`src/rtl/pll_mon_pkg.sv`:
```
// pll_mon_pkg: shared definitions for the PLL lock monitor.
//   - pll_state_e : supervisor states (StFail is only reachable when the
//                   PLL_LOCK_MON_FAIL_EN build option is defined)
//   - default cycle constants for the monitor parameters
//   - timer_width(): width of the shared state timer
package pll_mon_pkg;

    typedef enum logic [2:0] {
        StResetPll   = 3'd0,
        StWaitLock   = 3'd1,
        StStableWait = 3'd2,
        StRun        = 3'd3,
        StFail       = 3'd4
    } pll_state_e;

    localparam int unsigned DefRstCycles    = 16;
    localparam int unsigned DefLockTimeout  = 65535;
    localparam int unsigned DefStableCycles = 1024;
    localparam int unsigned DefCntW         = 8;
    localparam int unsigned DefMaxRetry     = 4;

    // One extra bit above the largest interval so the counter never wraps
    // before a terminal-count compare can fire.
    function automatic int unsigned timer_width(input int unsigned a,
                                                input int unsigned b,
                                                input int unsigned c);
        int unsigned m;
        m = a;
        if (b > m) m = b;
        if (c > m) m = c;
        return $clog2(m) + 1;
    endfunction

endpackage

```
`src/rtl/sync_2ff.sv`:
```
// sync_2ff: generic single-bit two-flop synchroniser for asynchronous status
// inputs. Output lags the input by two clk_i edges.
//   clk_i  : destination clock
//   rst_i  : synchronous active-high reset, loads ResetVal into both flops
//   d_i    : asynchronous input
//   q_o    : synchronised output
module sync_2ff #(
    parameter logic ResetVal = 1'b0
) (
    input  logic clk_i,
    input  logic rst_i,
    input  logic d_i,
    output logic q_o
);

    logic meta_q;
    logic sync_q;

    always_ff @(posedge clk_i) begin
        if (rst_i) begin
            meta_q <= ResetVal;
            sync_q <= ResetVal;
        end else begin
            meta_q <= d_i;
            sync_q <= meta_q;
        end
    end

    assign q_o = sync_q;

endmodule

```
`src/rtl/pll_lock_monitor.sv`:
```
// pll_lock_monitor: pulses the PLL reset, supervises lock acquisition with
// timeout/retry, qualifies lock over a stability window before releasing the
// downstream reset, and counts lock-loss events.
//   clkin1    : PLL reference clock (sole clock)
//   rst       : synchronous active-high reset
//   pll_lock  : raw PLL LOCK, asynchronous
//   pll_rst   : reset request to the PLL
//   sys_rst   : downstream synchronous active-high reset
//   locked    : high only while running with qualified lock
//   loss_cnt  : saturating count of lock losses while running
//   retry_cnt : saturating count of consecutive lock timeouts
//   fail      : permanent failure flag
// Build option PLL_LOCK_MON_FAIL_EN: after MAX_RETRY consecutive timeouts the
// monitor parks in a failure state (PLL held in reset, fail=1) until rst.
// Without it fail is constant 0 and retries continue indefinitely.
module pll_lock_monitor
    import pll_mon_pkg::*;
#(
    parameter int unsigned RST_CYCLES    = DefRstCycles,
    parameter int unsigned LOCK_TIMEOUT  = DefLockTimeout,
    parameter int unsigned STABLE_CYCLES = DefStableCycles,
    parameter int unsigned CNT_W         = DefCntW,
    parameter int unsigned MAX_RETRY     = DefMaxRetry
) (
    input  logic             clkin1,
    input  logic             rst,
    input  logic             pll_lock,
    output logic             pll_rst,
    output logic             sys_rst,
    output logic             locked,
    output logic [CNT_W-1:0] loss_cnt,
    output logic [CNT_W-1:0] retry_cnt,
    output logic             fail
);

`ifdef PLL_LOCK_MON_FAIL_EN
    localparam bit FailEn = 1'b1;
`else
    localparam bit FailEn = 1'b0;
`endif

    localparam int unsigned TimerW = timer_width(RST_CYCLES, LOCK_TIMEOUT, STABLE_CYCLES);

    // Terminal counts: the timer is 0 on the first cycle in a state.
    localparam logic [TimerW-1:0] RstLast     = TimerW'(RST_CYCLES - 1);
    localparam logic [TimerW-1:0] TimeoutLast = TimerW'(LOCK_TIMEOUT - 1);
    localparam logic [TimerW-1:0] StableLast  = TimerW'(STABLE_CYCLES - 1);
    localparam logic [TimerW-1:0] TimerOne    = TimerW'(1);
    localparam logic [CNT_W-1:0]  CntOne      = CNT_W'(1);
    localparam logic [CNT_W-1:0]  RetryLimit  = CNT_W'(MAX_RETRY);

    logic              lock_s;
    pll_state_e        state_q, state_d;
    logic [TimerW-1:0] timer_q, timer_d;
    logic [CNT_W-1:0]  loss_q, loss_d, loss_inc;
    logic [CNT_W-1:0]  retry_q, retry_d, retry_inc;
    logic              pll_rst_q, sys_rst_q, locked_q, fail_q;

    sync_2ff #(
        .ResetVal (1'b0)
    ) u_lock_sync (
        .clk_i (clkin1),
        .rst_i (rst),
        .d_i   (pll_lock),
        .q_o   (lock_s)
    );

    assign loss_inc  = (loss_q == '1) ? loss_q : loss_q + CntOne;
    assign retry_inc = (retry_q == '1) ? retry_q : retry_q + CntOne;

    always_comb begin
        state_d = state_q;
        timer_d = timer_q + TimerOne;
        loss_d  = loss_q;
        retry_d = retry_q;
        unique case (state_q)
            StResetPll: begin
                if (timer_q == RstLast) begin
                    state_d = StWaitLock;
                    timer_d = '0;
                end
            end
            StWaitLock: begin
                // Lock wins over a coincident timeout.
                if (lock_s) begin
                    state_d = StStableWait;
                    timer_d = '0;
                end else if (timer_q == TimeoutLast) begin
                    timer_d = '0;
                    retry_d = retry_inc;
                    if (FailEn && (retry_inc == RetryLimit)) begin
                        state_d = StFail;
                    end else begin
                        state_d = StResetPll;
                    end
                end
            end
            StStableWait: begin
                if (!lock_s) begin
                    state_d = StWaitLock;
                    timer_d = '0;
                end else if (timer_q == StableLast) begin
                    state_d = StRun;
                    timer_d = '0;
                    retry_d = '0;
                end
            end
            StRun: begin
                timer_d = '0;
                if (!lock_s) begin
                    state_d = StResetPll;
                    loss_d  = loss_inc;
                end
            end
            StFail: begin
                timer_d = '0;
            end
            default: begin
                state_d = StResetPll;
                timer_d = '0;
            end
        endcase
    end

    // Outputs are decoded from the next state so they move with state_q.
    always_ff @(posedge clkin1) begin
        if (rst) begin
            state_q   <= StResetPll;
            timer_q   <= '0;
            loss_q    <= '0;
            retry_q   <= '0;
            pll_rst_q <= 1'b1;
            sys_rst_q <= 1'b1;
            locked_q  <= 1'b0;
            fail_q    <= 1'b0;
        end else begin
            state_q   <= state_d;
            timer_q   <= timer_d;
            loss_q    <= loss_d;
            retry_q   <= retry_d;
            pll_rst_q <= (state_d == StResetPll) || (state_d == StFail);
            sys_rst_q <= (state_d != StRun);
            locked_q  <= (state_d == StRun);
            fail_q    <= FailEn && (state_d == StFail);
        end
    end

    assign pll_rst   = pll_rst_q;
    assign sys_rst   = sys_rst_q;
    assign locked    = locked_q;
    assign loss_cnt  = loss_q;
    assign retry_cnt = retry_q;
    assign fail      = fail_q;

endmodule

```
`config.mk`:
```
export PLATFORM = sky130hd
export DESIGN_NAME = pll_lock_monitor
export DESIGN_NICKNAME = d
export VERILOG_FILES = /design/src/rtl/pll_mon_pkg.sv /design/src/rtl/sync_2ff.sv /design/src/rtl/pll_lock_monitor.sv
export SDC_FILE = /design/constraint.sdc
export NUM_CORES = 1
export LEC_CHECK = 0
export BUFFER_PORTS_ARGS = -buffer_cell sky130_fd_sc_hd__buf_4
export CORE_AREA = 5 5 63 65
export DETAILED_ROUTE_END_ITERATION = 8
export DIE_AREA = 0 0 68 70
export PLACE_DENSITY = 0.9
export SETUP_SLACK_MARGIN = 0.3
export SLEW_MARGIN = 5
export SYNTH_ARGS = -nofsm -noshare
export SYNTH_HDL_FRONTEND = slang
export SYNTH_SLANG_ARGS = --single-unit
```
`constraint.sdc`:
```
create_clock -name clkin1 -period 5.4 [get_ports clkin1]
set_clock_uncertainty 0.2 [all_clocks]
set_input_delay 0.81 -clock clkin1 [delete_from_list [all_inputs] [get_ports clkin1]]
set_output_delay 0.81 -clock clkin1 [all_outputs]
set_load 0.01 [all_outputs]
```
==> summary.txt <==
CTS
-------------------------------------------------------------------------------------
Post-CTS Resized                                                                    0
Depth of the CTS H-tree                                                             2
CTS root buf                                                             sky130_fd_sc_hd__clkbuf_4
Number of buffers inserted by post-CTS setup repair                                 0
Clock slew at reported path FFs                                               0.12 ns
Deepest clock path buffer count                                                     2
Total clock sinks                                                                  41
Total clock buffers created by CTS                                                  5
TritonCTS clock tree                                                             done
Post-cts hold buffer count                                                          0
Clk_lat worst skew                                                            0.35 ns

YOSYS
-------------------------------------------------------------------------------------
Number of synthesized flops with an enable pin                                      0
Synthesized instance count                                                        218
Top flip-flop cell by instance count after synthesis                     sky130_fd_sc_hd__dfxtp_1
Dominant cell type by area after synthesis                               sky130_fd_sc_hd__dfxtp_1
Area share of the largest cell type after synthesis                             0.419
Leading cell types by count after synthesis                              sky130_fd_sc_hd__dfxtp_1 (41), sky130_fd_sc_hd__nor2_1 (34), sky130_fd_sc_hd__nand3_1 (13), sky130_fd_sc_hd__xnor2_1 (13), sky130_fd_sc_hd__nand2_1 (12)
Summed instance area of the synthesized netlist                              1960 um2
Mux cell area share after synthesis                                           0.00511
Xor/xnor share of the synthesized area                                         0.0983
Count of different cell masters after synthesis                                    48
Most frequently used cell type in the post-synthesis netlist             sky130_fd_sc_hd__dfxtp_1
Syn nets                                                                          225
Post-synthesis share of cell area spent on and, or, nand and nor gates          0.306
Main combinational cell family by area after synthesis                   simple AND/OR/NAND/NOR gates
Number of warnings issued by yosys                                                  0
Fraction of the mapped netlist area in compound gates                           0.117
Average instance area after synthesis                                        8.99 um2
Register bit count reported by yosys                                               41
Adder-Cell Fraction of Synth Area                                              0.0255
Post-synthesis sequential area ratio                                            0.419
Share of synthesized flip-flops with an asynchronous set or reset                   0
Dominant cells by area after synthesis                                   sky130_fd_sc_hd__dfxtp_1 (42%), sky130_fd_sc_hd__nor2_1 (6.5%), sky130_fd_sc_hd__xnor2_1 (5.8%)

FLOORPLAN
-------------------------------------------------------------------------------------
Site Rows                                                                          21
Die Width                                                                       68 um
Die area                                                                     4760 um2
Initial Util                                                                    0.597
Area of the core                                                             3280 um2
Top-level port count                                                               23
Die height                                                                      70 um

WORST SETUP PATH
-------------------------------------------------------------------------------------
Reg2Reg Setup Slack                                                           2.95 ns
Worst EP arrival                                                              2.46 ns
Largest delay share family, worst path                                   compound AO/OA/AOI/OAI gates
Worst r2r dst                                                            timer_q[14]$_SDFF_PP0_
Cell mode on critical path                                               sky130_fd_sc_hd__and3_1
Type of origin of the critical path                                         flip-flop
Cell type of the slowest stage on the worst timing path                  sky130_fd_sc_hd__o31ai_4
Type of destination of the critical path                                    flip-flop
Largest stage delay on the critical path                                      0.64 ns
Depth of the worst register-to-register path                                        6
Sum of buffers and inverters on the critical path                                   0
Worst-path cell chain                                                    ha_1 > and3_1 > and3_1 > a21boi_0 > o31ai_4 > nor2_1
Worst setup path endpoint                                                timer_q[14]$_SDFF_PP0_
Startpoint of the lowest-slack register-to-register path                 timer_q[0]$_SDFF_PP0_
Worst path required time                                                      5.42 ns
Critical Setup Path Class                                                     reg2reg
Critical path startpoint                                                 timer_q[0]$_SDFF_PP0_
Crit path max fanout                                                               17
Path length in cells of the critical path                                           6

GLOBAL ROUTE
-------------------------------------------------------------------------------------
Initial antenna violation count                                                     0
Total global-route track usage                                                  0.179
Largest net degree at the start of global routing                                  24
Global-route wire length before repair                                        6680 um
Via count of the first global-routing pass                                       1534
Gr ovfl total                                                                       0

FLOW RUN
-------------------------------------------------------------------------------------
Reported max-cap violation count                                                    0

STA
-------------------------------------------------------------------------------------
Final count of hold timing violations                                               0
Pins over their slew limit                                                          0
Unrepaired setup endpoints after global routing                                    no
Worst slew margin relative to its limit                                         0.546
Min Hold Slack                                                               0.272 ns
Tmin final                                                                    2.45 ns
F_max                                                                         408 MHz
Fin crit share                                                                  0.454
Worst Max-Slew Pin Slew                                                      0.682 ns
Count of final setup violators                                                      0
Total negative slack for setup checks                                            0 ns

POWER
-------------------------------------------------------------------------------------
Total Power Consumption                                                        537 uW
Pwr Density                                                                242 nW/um2
Peak VDD IR                                                                0.000168 V
Static Leak                                                               0.000820 uW

PLACEMENT
-------------------------------------------------------------------------------------
Hpwl dp                                                                       2660 um
Number of port buffers                                                             21
Weighted congestion at the end of routability-driven global placement           0.792

ROUTING
-------------------------------------------------------------------------------------
Iteration-0 DRC count of the detailed router                                      102
1st-pass router iterations                                                          4
Antenna Nets Post-Route                                                             0
DR WL/cell                                                                    13.2 um
DRC violations left                                                                 0
Vias post-DR                                                                     1634
Post-detailed-route via-to-cell ratio                                            5.71
Routed wire length                                                            3760 um

LAYOUT
-------------------------------------------------------------------------------------
Number of antenna diodes                                                            0
Layout net count                                                                  246
Layout-stage area growth over the synthesis result                              13.2%
Share of final-layout standard cells stronger than drive strength 1             0.171

HOLD PATH
-------------------------------------------------------------------------------------
Worst hold path class                                                         reg2reg

RUN STATUS
-------------------------------------------------------------------------------------
Run status                                                               finished clean

## final cells by class
type,instances,area [um2]
sequential,41,821
multi-input combinational,167,1090
tap,46,57.6
inverter,3,11.3
timing repair buffer,21,158
fill,271,1060
clock inverter,1,30.0
clock buffer,7,55.1
## per-stage QoR
stage                      util  cell area [um2]  std cells  setup WS [ns]
after floorplan               -             1960        218           3.33
after global placement    0.650             2130        278           3.02
after detailed placement  0.650             2130        278           2.99
after CTS                 0.676             2220        286           2.94
after global routing      0.676             2220        286           2.76
final                     0.676             2220        286           2.95
## sequential cells by signal, summed over array words and instances (netlist names)
register            flops
loss_cnt                8
timer_q                17
state_q                 3
sys_rst                 1
u_lock_sync.meta_q      1
pll_rst                 1
retry_cnt               8
u_lock_sync.q_o         1
locked                  1
## report_power, final
group | leakage [uW] | internal [uW] | total (uW) | switching, uW
Combinational | 0.000443 | 6.73 | 16.0 | 9.29
Clock | 0.0000455 | 111 | 209 | 98.4
Sequential | 0.000332 | 306 | 312 | 5.07
## metal layers
metal	part of all wire	vias up	global-route usage
li1	-	820	-
met1	0.45	772	0.231
met5	0	-	0
met3	0.046	8	0.0561
met4	0.015	0	0.0728
met2	0.48	34	0.272
## how the worst min path moves through the flow
stage / startpoint / to / slack [ns] / cells after the start
2_1_floorplan: u_lock_sync.meta_q$_SDFF_PP0_ / u_lock_sync.q_o$_SDFF_PP0_ / 0.21 / 1
3_3_place_gp: u_lock_sync.meta_q$_SDFF_PP0_ / u_lock_sync.q_o$_SDFF_PP0_ / 0.24 / 1
3_5_place_dp: u_lock_sync.meta_q$_SDFF_PP0_ / u_lock_sync.q_o$_SDFF_PP0_ / 0.25 / 1
4_1_cts: u_lock_sync.meta_q$_SDFF_PP0_ / u_lock_sync.q_o$_SDFF_PP0_ / 0.28 / 1
5_1_grt: u_lock_sync.meta_q$_SDFF_PP0_ / u_lock_sync.q_o$_SDFF_PP0_ / 0.28 / 1
6_report: u_lock_sync.meta_q$_SDFF_PP0_ / u_lock_sync.q_o$_SDFF_PP0_ / 0.27 / 1
## cells by family after synthesis
group,count (synthesis)
compound gates,33
xor+xnor,22
fa+ha+maj,4
buf+inv,10
flops,41
mux,1
other cells,1
simple gates,106
## placed cells by master (no fill, tap or decap), types with 4 or more instances in the layout
cell                        n
sky130_fd_sc_hd__nor2b_1    4
sky130_fd_sc_hd__nand4_1    7
sky130_fd_sc_hd__nand3_1   13
sky130_fd_sc_hd__a21oi_1   10
sky130_fd_sc_hd__and3_1     4
sky130_fd_sc_hd__buf_4     21
sky130_fd_sc_hd__a211oi_1   6
sky130_fd_sc_hd__nor2_1    34
sky130_fd_sc_hd__ha_1       4
sky130_fd_sc_hd__xor2_1     9
sky130_fd_sc_hd__a31oi_1    6
sky130_fd_sc_hd__xnor2_1   13
sky130_fd_sc_hd__nand2_1   12
sky130_fd_sc_hd__clkbuf_4   5
sky130_fd_sc_hd__nor3_1     7
sky130_fd_sc_hd__dfxtp_1   41
(Power assumes the default switching activity.)
